## src/rtl/bus_arbiter_mux.sv

```systemverilog
// ---------------------------------------------------------------------------
// bus_arbiter_mux
//
// Registered round-robin bus multiplexer. NUM_SRC sources raise requests; a
// round-robin arbiter picks one winner, captures its word into the bus
// register, and presents it to the shared datapath bus under a valid/ready
// handshake. Back-to-back transfers are supported without a bubble cycle.
//
// Optional feature macro: BUS_LOCK_EN
//   When defined, adds src_lock. A source that is accepted while it holds both
//   src_lock and src_req keeps the bus for the next slot and the round-robin
//   pointer is not advanced.
//
// Ports
//   clock       in   rising-edge clock
//   clear       in   synchronous active-high reset
//   src_data    in   flattened source words, source i = [i*WIDTH +: WIDTH]
//   src_req     in   per-source request, held until acked
//   src_lock    in   per-source bus lock (BUS_LOCK_EN only)
//   src_ack     out  one-hot, high in the cycle the bus word is accepted
//   bus_data    out  registered bus word
//   bus_valid   out  bus_data holds an unaccepted word
//   bus_ready   in   consumer accepts bus_data this cycle
//   grant       out  one-hot owner of bus_data, 0 when !bus_valid
//   grant_idx   out  binary index of the owner
//   xfer_count  out  number of accepted transfers (wraps)
//
// FSM states (the state bit is bus_valid)
//   state | meaning
//   IDLE  | no word held, arbitrating every cycle
//   DRIVE | word held on the bus, waiting for bus_ready
// ---------------------------------------------------------------------------
module bus_arbiter_mux #(
    parameter int WIDTH   = 32,
    parameter int NUM_SRC = 24,
    parameter int SEL_W   = 5,
    parameter int CNT_W   = 16
) (
    input  logic                     clock,
    input  logic                     clear,
    input  logic [NUM_SRC*WIDTH-1:0] src_data,
    input  logic [NUM_SRC-1:0]       src_req,
`ifdef BUS_LOCK_EN
    input  logic [NUM_SRC-1:0]       src_lock,
`endif
    output logic [NUM_SRC-1:0]       src_ack,
    output logic [WIDTH-1:0]         bus_data,
    output logic                     bus_valid,
    input  logic                     bus_ready,
    output logic [NUM_SRC-1:0]       grant,
    output logic [SEL_W-1:0]         grant_idx,
    output logic [CNT_W-1:0]         xfer_count
);

    typedef enum logic {
        IDLE  = 1'b0,
        DRIVE = 1'b1
    } state_t;

    state_t             state_q, state_d;
    logic [SEL_W-1:0]   last_q, last_d;
    logic [WIDTH-1:0]   data_d;
    logic [NUM_SRC-1:0] grant_d;
    logic [SEL_W-1:0]   idx_d;
    logic [CNT_W-1:0]   cnt_d;

    logic               accept;
    logic               lock_hold;
    logic [NUM_SRC-1:0] elig;
    logic               win_found;
    logic [SEL_W-1:0]   win_idx;
    int                 cand;

    assign bus_valid = (state_q == DRIVE);
    assign accept    = bus_valid && bus_ready;

`ifdef BUS_LOCK_EN
    assign lock_hold = accept && src_lock[grant_idx] && src_req[grant_idx];
`else
    assign lock_hold = 1'b0;
`endif

    // The source being accepted this cycle is masked so that a back-to-back
    // reload goes to a different requester.
    always_comb begin
        elig = src_req;
        if (accept) begin
            elig = src_req & ~grant;
        end
    end

    // Round-robin search: last+1, last+2, ... wrapping back to last itself.
    always_comb begin
        win_found = 1'b0;
        win_idx   = '0;
        cand      = 0;
        for (int k = 1; k <= NUM_SRC; k++) begin
            cand = (int'(last_q) + k) % NUM_SRC;
            if (!win_found && elig[cand]) begin
                win_found = 1'b1;
                win_idx   = SEL_W'(cand);
            end
        end
    end

    always_comb begin
        state_d = state_q;
        last_d  = last_q;
        data_d  = bus_data;
        grant_d = grant;
        idx_d   = grant_idx;
        cnt_d   = xfer_count;
        src_ack = '0;

        case (state_q)
            IDLE: begin
                grant_d = '0;
                if (win_found) begin
                    state_d = DRIVE;
                    data_d  = src_data[int'(win_idx)*WIDTH +: WIDTH];
                    grant_d = NUM_SRC'(1) << win_idx;
                    idx_d   = win_idx;
                    last_d  = win_idx;
                end
            end
            DRIVE: begin
                if (bus_ready) begin
                    src_ack = grant;
                    cnt_d   = xfer_count + CNT_W'(1);
                    if (lock_hold) begin
                        // Locked owner re-captures a fresh word; pointer stays.
                        data_d = src_data[int'(grant_idx)*WIDTH +: WIDTH];
                    end else if (win_found) begin
                        data_d  = src_data[int'(win_idx)*WIDTH +: WIDTH];
                        grant_d = NUM_SRC'(1) << win_idx;
                        idx_d   = win_idx;
                        last_d  = win_idx;
                    end else begin
                        state_d = IDLE;
                        grant_d = '0;
                    end
                end
            end
            default: begin
                state_d = IDLE;
                grant_d = '0;
            end
        endcase

        // A clear in the accept cycle drops the word without acknowledging it.
        if (clear) begin
            src_ack = '0;
        end
    end

    always_ff @(posedge clock) begin
        if (clear) begin
            state_q    <= IDLE;
            last_q     <= SEL_W'(NUM_SRC - 1);
            bus_data   <= '0;
            grant      <= '0;
            grant_idx  <= '0;
            xfer_count <= '0;
        end else begin
            state_q    <= state_d;
            last_q     <= last_d;
            bus_data   <= data_d;
            grant      <= grant_d;
            grant_idx  <= idx_d;
            xfer_count <= cnt_d;
        end
    end

endmodule

```

## config.mk

```make
export PLATFORM = sky130hd
export DESIGN_NAME = bus_arbiter_mux
export DESIGN_NICKNAME = d
export VERILOG_FILES = /design/src/rtl/bus_arbiter_mux.sv
export SDC_FILE = /design/constraint.sdc
export NUM_CORES = 1
export LEC_CHECK = 0
export BUFFER_PORTS_ARGS = -buffer_cell sky130_fd_sc_hd__buf_2
export CAP_MARGIN = 10
export CORE_AREA = 2 2 353 355
export DETAILED_ROUTE_END_ITERATION = 6
export DIE_AREA = 0 0 355 357
export GPL_ROUTABILITY_DRIVEN = 0
export GPL_TIMING_DRIVEN = 0
export PLACE_DENSITY_LB_ADDON = 0.15
export SYNTH_ARGS = -nofsm -noshare
export SYNTH_HDL_FRONTEND = slang
export SYNTH_SLANG_ARGS = --single-unit
```

## constraint.sdc

```tcl
create_clock -name clock -period 15.9 [get_ports clock]
set_clock_uncertainty 0.2 [all_clocks]
set_input_delay 3.18 -clock clock [delete_from_list [all_inputs] [get_ports clock]]
set_output_delay 3.18 -clock clock [all_outputs]
set_load 0.02 [all_outputs]
```

* Word-level counts from Yosys, hierarchy flattened *
Cells that the tools add are included.

word-level totals
  input bits = 795
  register bits after elaboration = 83
  output and inout port bits = 102
  word-level logic and storage cells = 272

cells by class
  div/mod/pow operators = 24
  bitwise gates (word level) = 3
  shift-type cells = 2
  $add $sub $neg = 25
  muxes and demuxes = 139
  reductions and logical operators = 48
  eq/ne operators = 1
  $lt $le $gt $ge = 24

operators by type and width
  cell                                                                      count
  32-bit by 7-bit < comparator with 1-bit output, second input constant     24
  32-bit by 6-bit remainder unit with 32-bit output, second input constant  24
  768-bit by 11-bit variable part select with 32-bit output                 1
  24-bit 2-to-1 mux                                                         6
  5-bit 2-to-1 mux                                                          28
  1-bit binary-select mux with 5-bit select                                 24
  1-bit 2-to-1 mux                                                          74
  32-bit 2-to-1 mux                                                         2
  32-bit case mux with 2 select lines                                       1
  5-bit by 5-bit adder with 6-bit output, second input constant             9
  5-bit by 4-bit adder with 6-bit output, second input constant             8
  24-bit case mux with 2 select lines                                       1
  5-bit by 3-bit adder with 6-bit output, second input constant             4
  24-bit AND                                                                1
  1-bit logical AND                                                         24
  24-bit inverter                                                           1
  1-bit by 5-bit left shift with 24-bit output, first input constant        1
  1-bit zero test                                                           23
  5-bit case mux with 2 select lines                                        2
  16-bit by 1-bit adder with 16-bit output, second input constant           1
  5-bit by 2-bit adder with 6-bit output, second input constant             2
  5-bit by 1-bit adder with 6-bit output, second input constant             1
  2-bit != test, second input constant                                      1
  1-bit case mux with 2 select lines                                        1
  other kinds (2)                                                           2

* Longest topological paths before layout *
Gate-level depths: netlist of run 1.

  depth in word-level cells = 80
  depth in mapped cells = 31

* Least setup slack after synthesis of run 1 *
No wires, ideal clock.

  kind = input -> register
  start point = input bus_ready
  end point = register bus_data[10]
  arrival time = 7.831 ns
  library setup time = 0.138 ns
  data required time = 15.562 ns
  setup slack = 7.731 ns
  stages on the path = 21
  cells stage by stage = buf_4 buf_6 nand3_2 a32o_1 mux4_2 o21ai_2 o311ai_1 or4_4 nor4_4 and3_1 buf_2 nand2_1 o32ai_1 a21oi_1 nor2_1 buf_2 buf_1 mux4_2 mux2_2 a22oi_1 o221ai_1

between the ends
  word-level cells in the longest chain between the ends = 79
  elaborated cells on any way between the ends = 173
  those cells by class = 1 x eq/ne; 1 x shift; 124 x mux; 47 x reduce/logical

RTL lines
  item                                                       RTL line  RTL
  from (decl)                                                49        input logic bus_ready,
  1-bit logical AND                                          75        assign accept = bus_valid && bus_ready;
  24-bit 2-to-1 mux                                          87        if (accept) begin
  1-bit binary-select mux with 5-bit select                  99        if (!win_found && elig[cand]) begin
  1-bit 2-to-1 mux (implied by the code) (2 in a row)        99
  1-bit 2-to-1 mux                                           99
  1-bit zero test                                            99
  1-bit logical AND                                          99
  1-bit 2-to-1 mux                                           99
  [62 not listed]                                            n/a
  1-bit 2-to-1 mux                                           99
  1-bit zero test                                            99
  1-bit logical AND                                          99
  5-bit 2-to-1 mux                                           99
  768-bit by 11-bit variable part select with 32-bit output  120, 134
  32-bit 2-to-1 mux                                          118, 133
  32-bit 2-to-1 mux                                          127       if (bus_ready) begin
  32-bit case mux with 2 select lines                        115       case (state_q)
  to (signal assigned)                                       167       bus_data <= data_d;
  to (decl)                                                  47        output logic [WIDTH-1:0] bus_data,

Several ways; a longest one is shown, not always the timed one. The select of a mux whose other input is x is not followed.
A chain may end at the register's enable or synchronous reset.

* Worst setup path in the final report of run 1 *
  start point = register last_q[3]
  end point = register bus_data[24]

between the ends
  word-level cells in the longest chain between the ends = 79
  elaborated cells on any way between the ends = 218
  those cells by class = 24 x add/sub; 24 x div; 1 x shift; 123 x mux; 46 x reduce/logical

RTL lines
  item                                                       RTL line  RTL
  from (decl)                                                61        logic [SEL_W-1:0] last_q, last_d;
  from (signal assigned)                                     159       last_q <= SEL_W'(NUM_SRC - 1);
  from (signal assigned)                                     166       last_q <= last_d;
  5-bit by 1-bit adder with 6-bit output                     98        cand = (int'(last_q) + k) % NUM_SRC;
  32-bit by 6-bit remainder unit with 32-bit output          98
  1-bit binary-select mux with 5-bit select                  99
  1-bit 2-to-1 mux (implied by the code) (2 in a row)        99
  1-bit 2-to-1 mux                                           99
  1-bit zero test                                            99
  1-bit logical AND                                          99
  1-bit 2-to-1 mux                                           99
  [62 not listed]                                            n/a
  1-bit 2-to-1 mux                                           99
  1-bit zero test                                            99
  1-bit logical AND                                          99
  5-bit 2-to-1 mux                                           99
  768-bit by 11-bit variable part select with 32-bit output  120, 134
  32-bit 2-to-1 mux (*)                                      118, 133
  32-bit 2-to-1 mux                                          127
  32-bit case mux with 2 select lines (*)                    115

Mark *: on every way between the ends. The rest lies on a longest branch, timed or not. The select of a mux whose other input is x is not followed.

==> metrics, run 1 <==
status=complete, no violations; initial antenna violation count=between 150 and 200; I/O Buffers=894; CTS tree=yes; total grt overflow=0; Hold-fix buffers, CTS=0; DIE WIDTH=355 um; post-CTS repair timing setup buffer count=0; placed cell count=around 4400; YS warnings=0; worst-skew pair later-pin latency=slightly below 0.4 ns; Pre-antenna DRT Iters=6; fmax=roughly 90 MHz; # setup viols final=0; area growth from synthesis to layout=41.2%; DIE HEIGHT=roughly 360 um; CTS Buf Count=9; Clock Tree Buf Depth=2; share of layout cells above drive strength 1=between 40 and 50%; Post-Syn Instances=roughly 1900; Remaining DRCs=0; Total Routing Usage GR=24.8%; origin of the critical flop-to-flop path=last_q[3]$_SDFFE_PP0P_; Reg clk slew, reported paths=~0.08 ns; Filler Cell Count=14172; Initial Util=around 14%; post-synthesis sequential area ratio=slightly below 10%; max_slew headroom=a little over a tenth; ys async rst share=0%; number of global-route vias before repair=around 21000; first-pass GRT wire length=~210000 um; clock sinks=82; CP arrival=between 10 and 15 ns; Setup crit end kind=register; DIE AREA=between 0.1 and 0.15 mm2; initial drt markers=about 2500; Slew @ Worst Pin=about 1.3 ns; Worst Hold Class=reg2reg; Core Box Area=approximately 0.12 mm2; Final Max Slew Viols=0; post-cts sizing count=0; max-cap viol count=0; Total Wirelength=between 150000 and 200000 um; Final #Nets=3614; row cnt=around 130; Yosys cell types=100; Yosys reg bits=a little over 80; crit path launch type=register; hold_sp=grant_idx[2]$_SDFFE_PP0P_; Final Non-Filler Cells=between 4000 and 5000; Multi-input gate area=0.0144 mm2; number of flops mapped to enable cells by yosys=0; Top-Level Pins=897; dominant synthesized flop cell=dfxtp_1; mapped cell area=roughly 0.017 mm2; r2r worst-path depth=26; Mean Syn Cell Area=between 9 and 10 um2; CTS root buffer=clkbuf_16; largest net degree at the start of global routing=17; H-tree depth=3; Via Count=roughly 22000; drt wl/cell=~37 um; WHS Path Cells=2; RSZ-0062 raised after global routing=no; HPWL after DPL=between 100000 and 150000 um; Final Hold Vio Count=0; min Tclk post-route=approximately 11 ns; share of the clock period used by the worst path=roughly 70%; Crit Path Category=reg2reg; R2R Setup Slk=roughly 5.0 ns; Worst EP required=15.94 ns; Worst Path Max Fanout=16; register area=0.00164 mm2; DR vias/cell=~5; Sum Neg Setup Slack=0 ns; Synthesized Nets=between 2000 and 3000; Post-DRT Antenna Nets=0; FF-to-FF End=bus_data[24]$_SDFFE_PP0P_; hold path endpoint=grant_idx[2]$_SDFFE_PP0P_
[kinds of logic after synthesis]
kind of cell	synth area share [%]
compound gates	19.9
flops	9.65
fa+ha+maj	3.46
xor+xnor	2.76
simple gates	20.0
mux	38.4
buf+inv	5.89
[per-stage QoR]
stage          worst slack (ns)  cell area (um2)  hold WS [ns]  utilization (%)
5_1_grt                    4.58            24000         0.327             19.5
3_5_place_dp               4.92            23600         0.255             19.2
3_3_place_gp               4.67            23500         0.258             19.1
6_report                   5.02            24000         0.282             19.5
4_1_cts                    5.21            23900         0.279             19.4
2_1_floorplan              7.73            17000         0.335                -
[cells in the mapped netlist, drive strengths merged, types with 10 or more instances]
cell type	instances	share of area, %
ha	47	3.5
nor2b	40	1.5
dfxtp	82	9.6
a21oi	79	2.3
nand2b	31	1.1
nor3b	13	0.60
xnor2	34	1.8
and3	28	1.0
o221ai	38	2.0
a21o	14	0.62
mux4	218	29
a22oi	50	2.2
or2	12	0.44
a32oi	12	0.62
or3b	10	0.51
nor4	12	0.53
mux2	56	3.7
and2	58	2.1
nand3	72	2.2
nor3	42	1.3
o21ai	52	1.6
nand3b	13	0.57
a32o	10	0.59
o22ai	12	0.44
o211ai	23	1.0
a211oi	20	0.88
clkbuf	76	1.7
xor2	17	0.92
a31oi	19	0.70
nor2	143	3.2
inv	44	0.97
buf	87	3.2
mux2i	98	5.8
nand4	10	0.40
or3	13	0.48
nand2	117	2.6
[cells in the final DEF (no fill, tap or decap), drive strengths merged, types with 10 or more instances in the layout]
cell type | Yosys | final
buf | 87 | 984
mux4 | 218 | 218
nor2 | 143 | 143
nand2 | 117 | 117
mux2i | 98 | 98
clkbuf | 76 | 85
dfxtp | 82 | 82
a21oi | 79 | 79
nand3 | 72 | 72
diode | 0 | 62
and2 | 58 | 58
mux2 | 56 | 56
o21ai | 52 | 52
a22oi | 50 | 50
inv | 44 | 48
ha | 47 | 47
nor3 | 42 | 42
nor2b | 40 | 40
o221ai | 38 | 38
xnor2 | 34 | 34
nand2b | 31 | 31
and3 | 28 | 28
o211ai | 23 | 23
a211oi | 20 | 20
a31oi | 19 | 19
xor2 | 17 | 17
a21o | 14 | 14
or3 | 13 | 13
nand3b | 13 | 13
nor3b | 13 | 13
o22ai | 12 | 12
a32oi | 12 | 12
or2 | 12 | 12
nor4 | 12 | 12
a32o | 10 | 10
nand4 | 10 | 10
or3b | 10 | 10
[area by class of cell]
| class | instances | share of cell area, % |
|---|---|---|
| Timing Repair Buffer | 897 | 18.7 |
| Sequential cell | 82 | 6.83 |
| Multi-Input combinational cell | 1572 | 59.8 |
| Antenna cell | 62 | 0.646 |
| Inverter | 47 | 0.734 |
| Tap cell | 1637 | 8.52 |
| Buffer | 163 | 3.44 |
| Clock inverter | 7 | 0.338 |
| Clock buffer | 9 | 0.937 |
[flip-flops by register name, indices dropped and copies added (netlist names)]
name        flops
bus_data       32
grant          24
xfer_count     16
last_q          5
grant_idx       4
bus_valid       1
[critical path: stages (launching register included)]
cell and delay, ns:
dfxtp_1 0.58, buf_2 0.33, inv_2 0.29, buf_1 0.78, ha_1 0.41, buf_2 0.20
nor3b_1 0.56, nor2_1 0.13, ha_1 0.30, nor2b_1 0.04, a41oi_1 0.33, and4b_1 0.24
a211oi_1 0.87, nor3_1 0.16, a211oi_1 0.79, nand4_1 0.34, nor4_1 0.45, nand2_1 0.25
o32ai_1 0.32, a21oi_1 0.19, nor2_1 0.24, buf_2 0.37, buf_1 1.02, mux4_2 0.62
mux2_2 0.34, a22oi_1 0.19, o221ai_1 0.14
[worst max-delay path by stage]
| stage | from | to | slack, ns | depth (start not counted) |
|---|---|---|---|---|
| 2_1_floorplan | bus_ready | bus_data[10]$_SDFFE_PP0P_ | 7.73 | 21 |
| 5_1_grt | last_q[3]$_SDFFE_PP0P_ | bus_data[22]$_SDFFE_PP0P_ | 4.58 | 26 |
| 3_3_place_gp | bus_ready | bus_data[27]$_SDFFE_PP0P_ | 4.67 | 21 |
| 6_report | last_q[3]$_SDFFE_PP0P_ | bus_data[24]$_SDFFE_PP0P_ | 5.02 | 26 |
| 3_5_place_dp | bus_ready | bus_data[27]$_SDFFE_PP0P_ | 4.92 | 21 |
| 4_1_cts | last_q[0]$_SDFFE_PP1P_ | bus_data[27]$_SDFFE_PP0P_ | 5.21 | 28 |
[per-layer routing]
metal | global-route usage [%] | part of all wire, % | vias up
li1 | - | - | 9348
met1 | 29.8 | 39 | 11077
met2 | 42.6 | 49 | 1155
met3 | 6.35 | 7.9 | 279
met4 | 9.28 | 4.4 | 60
met5 | 0 | 0.22 | -
Power of run 1 is not shown: default switching activity piles up to over one toggle a cycle in this logic, so the estimate is an artifact.
==> inputs of run 2 (changes only) <==
--- a/config.mk
+++ b/config.mk
@@ -7,9 +7,9 @@
 export LEC_CHECK = 0
 export BUFFER_PORTS_ARGS = -buffer_cell sky130_fd_sc_hd__buf_2
 export CAP_MARGIN = 10
-export CORE_AREA = 2 2 353 355
+export CORE_AREA = 2 2 352 354
 export DETAILED_ROUTE_END_ITERATION = 6
-export DIE_AREA = 0 0 355 357
+export DIE_AREA = 0 0 354 356
 export GPL_ROUTABILITY_DRIVEN = 0
 export GPL_TIMING_DRIVEN = 0
 export PLACE_DENSITY_LB_ADDON = 0.15
==> constraint.sdc (replaced) <==
create_clock -name clock -period 9.1 [get_ports clock]
set_clock_uncertainty 0.2 [all_clocks]
set_input_delay 1.82 -clock clock [delete_from_list [all_inputs] [get_ports clock]]
set_output_delay 1.82 -clock clock [all_outputs]
set_load 0.02 [all_outputs]
==> metrics, run 2 (same netlist as run 1, synthesis figures left out) <==
Met3 Wirelength=12700 um (was 13000 um); Initial Util=13.9% (was 13.8%); DIE HEIGHT=356 um (was 357 um); max-cap viol count=0 (unchanged); total grt overflow=0 (unchanged); status=complete, no violations (unchanged); Remaining DRCs=0 (unchanged); first-pass GRT wire length=209000 um (was 208000 um); r2r worst-path depth=27 (was 26); max_slew headroom=18.4% (was 10.5%); drt wl/cell=36.7 um (about the same); Reg clk slew, reported paths=0.08 ns (about the same); Placement Cell Area=0.0236 mm2 (about the same); Slew @ Worst Pin=1.22 ns (was 1.34 ns); Crit Path Category=reg2reg (unchanged); row cnt=129 (unchanged); crit path launch type=register (unchanged); CP arrival=8.95 ns (was 10.92 ns); min Tclk post-route=8.90 ns (was 10.88 ns); Post-DRT Antenna Nets=0 (unchanged); Worst Path Buf+Inv=8 (was 6); share of the clock period used by the worst path=97.8% (was 68.4%); M1 WL=64900 um (was 63800 um); Core Box Area=0.123 mm2 (about the same); CP max stage cell=or4_4 (was buf_1); commonest cells after routing, fill and taps aside=buf_2, mux4_2, nor2_1 (unchanged); area growth from synthesis to layout=42.9% (was 41.2%); Top-Level Pins=897 (unchanged); Total Wirelength=165000 um (was 164000 um); DIE WIDTH=354 um (was 355 um); max FFs per register=32 (unchanged); Setup crit end kind=register (unchanged); Via Count=21892 (was 21919); CTS Buf Count=9 (unchanged); # setup viols final=0 (unchanged); met2 routed WL=78000 um (was 80100 um); R2R Setup Slk=0.20 ns (was 5.02 ns); family with the most delay on the worst path=buffers and inverters (unchanged); clock sinks=82 (unchanged); most common cell after layout, fill and taps aside=buf_2 (unchanged); Pre-antenna DRT Iters=5 (was 6); RSZ-0062 raised after global routing=no (unchanged); Final Non-Filler Cells=4484 (was 4476); Biggest register=bus_data (unchanged); share of layout cells above drive strength 1=49.3% (was 47.1%); H-tree depth=3 (unchanged); initial drt markers=2432 (was 2548); origin of the critical flop-to-flop path=last_q[3]$_SDFFE_PP0P_ (unchanged); top sig layer=met5 (unchanged); DIE AREA=0.126 mm2 (was 0.127 mm2); fin area=0.0243 mm2 (was 0.0240 mm2); FF-to-FF End=bus_data[29]$_SDFFE_PP0P_ (was bus_data[24]$_SDFFE_PP0P_); fmax=112 MHz (was 91.9 MHz); Worst Path Max Fanout=16 (unchanged); Final Max Slew Viols=0 (unchanged); initial antenna violation count=150 (was 157); placed cell count=4398 (unchanged); number of global-route vias before repair=20848 (was 20879); fin util=19.8% (was 19.5%); worst-skew pair later-pin latency=0.39 ns (about the same); peak per-stage delay on the critical path=0.65 ns (was 1.02 ns); Crit path top cell by count=buf_2 (unchanged); Worst Hold Class=reg2reg (unchanged); Clock Tree Buf Depth=2 (unchanged); Final #Nets=3616 (was 3614); DR vias/cell=4.88 (was 4.90); CTS root buffer=clkbuf_16 (unchanged); Worst EP required=9.15 ns (was 15.94 ns); hold path endpoint=bus_data[31]$_SDFFE_PP0P_ (was grant_idx[2]$_SDFFE_PP0P_); Final Hold Vio Count=0 (unchanged); WHS Path Cells=2 (unchanged); CTS tree=yes (unchanged); largest registers=bus_data (32), grant (24), xfer_count (16) (unchanged); hold_sp=bus_data[31]$_SDFFE_PP0P_ (was grant_idx[2]$_SDFFE_PP0P_); I/O Buffers=894 (unchanged); Total Routing Usage GR=25.0% (was 24.8%); HPWL after DPL=147000 um (was 146000 um); largest net degree at the start of global routing=19 (was 17)
run 2: area by class of cell:
type	count	area (um2)
flip-flops and latches	82	1650
clock buffers	9	225
fillers	13997	98400
multi-input cells	1572	14500
clock inverters	7	61.3
plain buffers	160	891
well taps	1637	2050
inverters	47	180
repair buffers	902	4550
diodes	68	170
run 2: routing by layer:
layer | GRT usage [%] | vias up
met1 | 31.0 | 10950
met3 | 5.20 | 308
met5 | 0 | -
met4 | 10.9 | 50
met2 | 41.6 | 1225
li1 | - | 9359
run 2: metrics by stage:
stage,setup TNS (ns),hold slack [ns],setup slack (ns)
2_1_floorplan,0,0.335,2.21
4_1_cts,0,0.292,0.00260
6_report,0,0.293,0.198
3_3_place_gp,-64.31,0.254,-1.83
3_5_place_dp,-51.01,0.266,-1.38
5_1_grt,0,0.310,0.00376
run 2: worst reg2reg max path: stages, from the launching register on:
cell	delay, ns
dfxtp_4	0.50
buf_2	0.32
inv_2	0.22
clkdlybuf4s15_2	0.47
ha_1	0.43
buf_2	0.20
nor3b_2	0.38
nor2_1	0.10
ha_1	0.28
nor2b_1	0.05
a41o_1	0.26
and3_1	0.18
o2111ai_2	0.35
o311ai_2	0.30
or4_4	0.65
nor4_4	0.46
and3_1	0.23
buf_2	0.21
nand2_1	0.21
o32ai_1	0.36
a21oi_2	0.16
nor2_1	0.19
buf_2	0.37
buf_4	0.35
clkbuf_2	0.38
mux4_2	0.37
mux2i_1	0.40
o221ai_1	0.20
run 2: timing repair:
action                                 4_1_cts  5_1_grt
gates resized for setup                     56       47
hold buffers                                 0        0
pin swaps                                    2        1
endpoints found under the hold margin        0        0
buffers inserted                             1        4
setup endpoints to repair                   61       43
run 2: worst max path at each step:
stage,startpoint,to,cells after the start
3_3_place_gp,last_q[3]$_SDFFE_PP0P_,bus_data[27]$_SDFFE_PP0P_,26
6_report,last_q[3]$_SDFFE_PP0P_,bus_data[29]$_SDFFE_PP0P_,27
2_1_floorplan,last_q[3]$_SDFFE_PP0P_,bus_data[10]$_SDFFE_PP0P_,27
5_1_grt,last_q[3]$_SDFFE_PP0P_,bus_data[4]$_SDFFE_PP0P_,28
3_5_place_dp,last_q[3]$_SDFFE_PP0P_,bus_data[28]$_SDFFE_PP0P_,26
4_1_cts,last_q[3]$_SDFFE_PP0P_,bus_data[8]$_SDFFE_PP0P_,24
Power of run 2 is left out for the same reason.
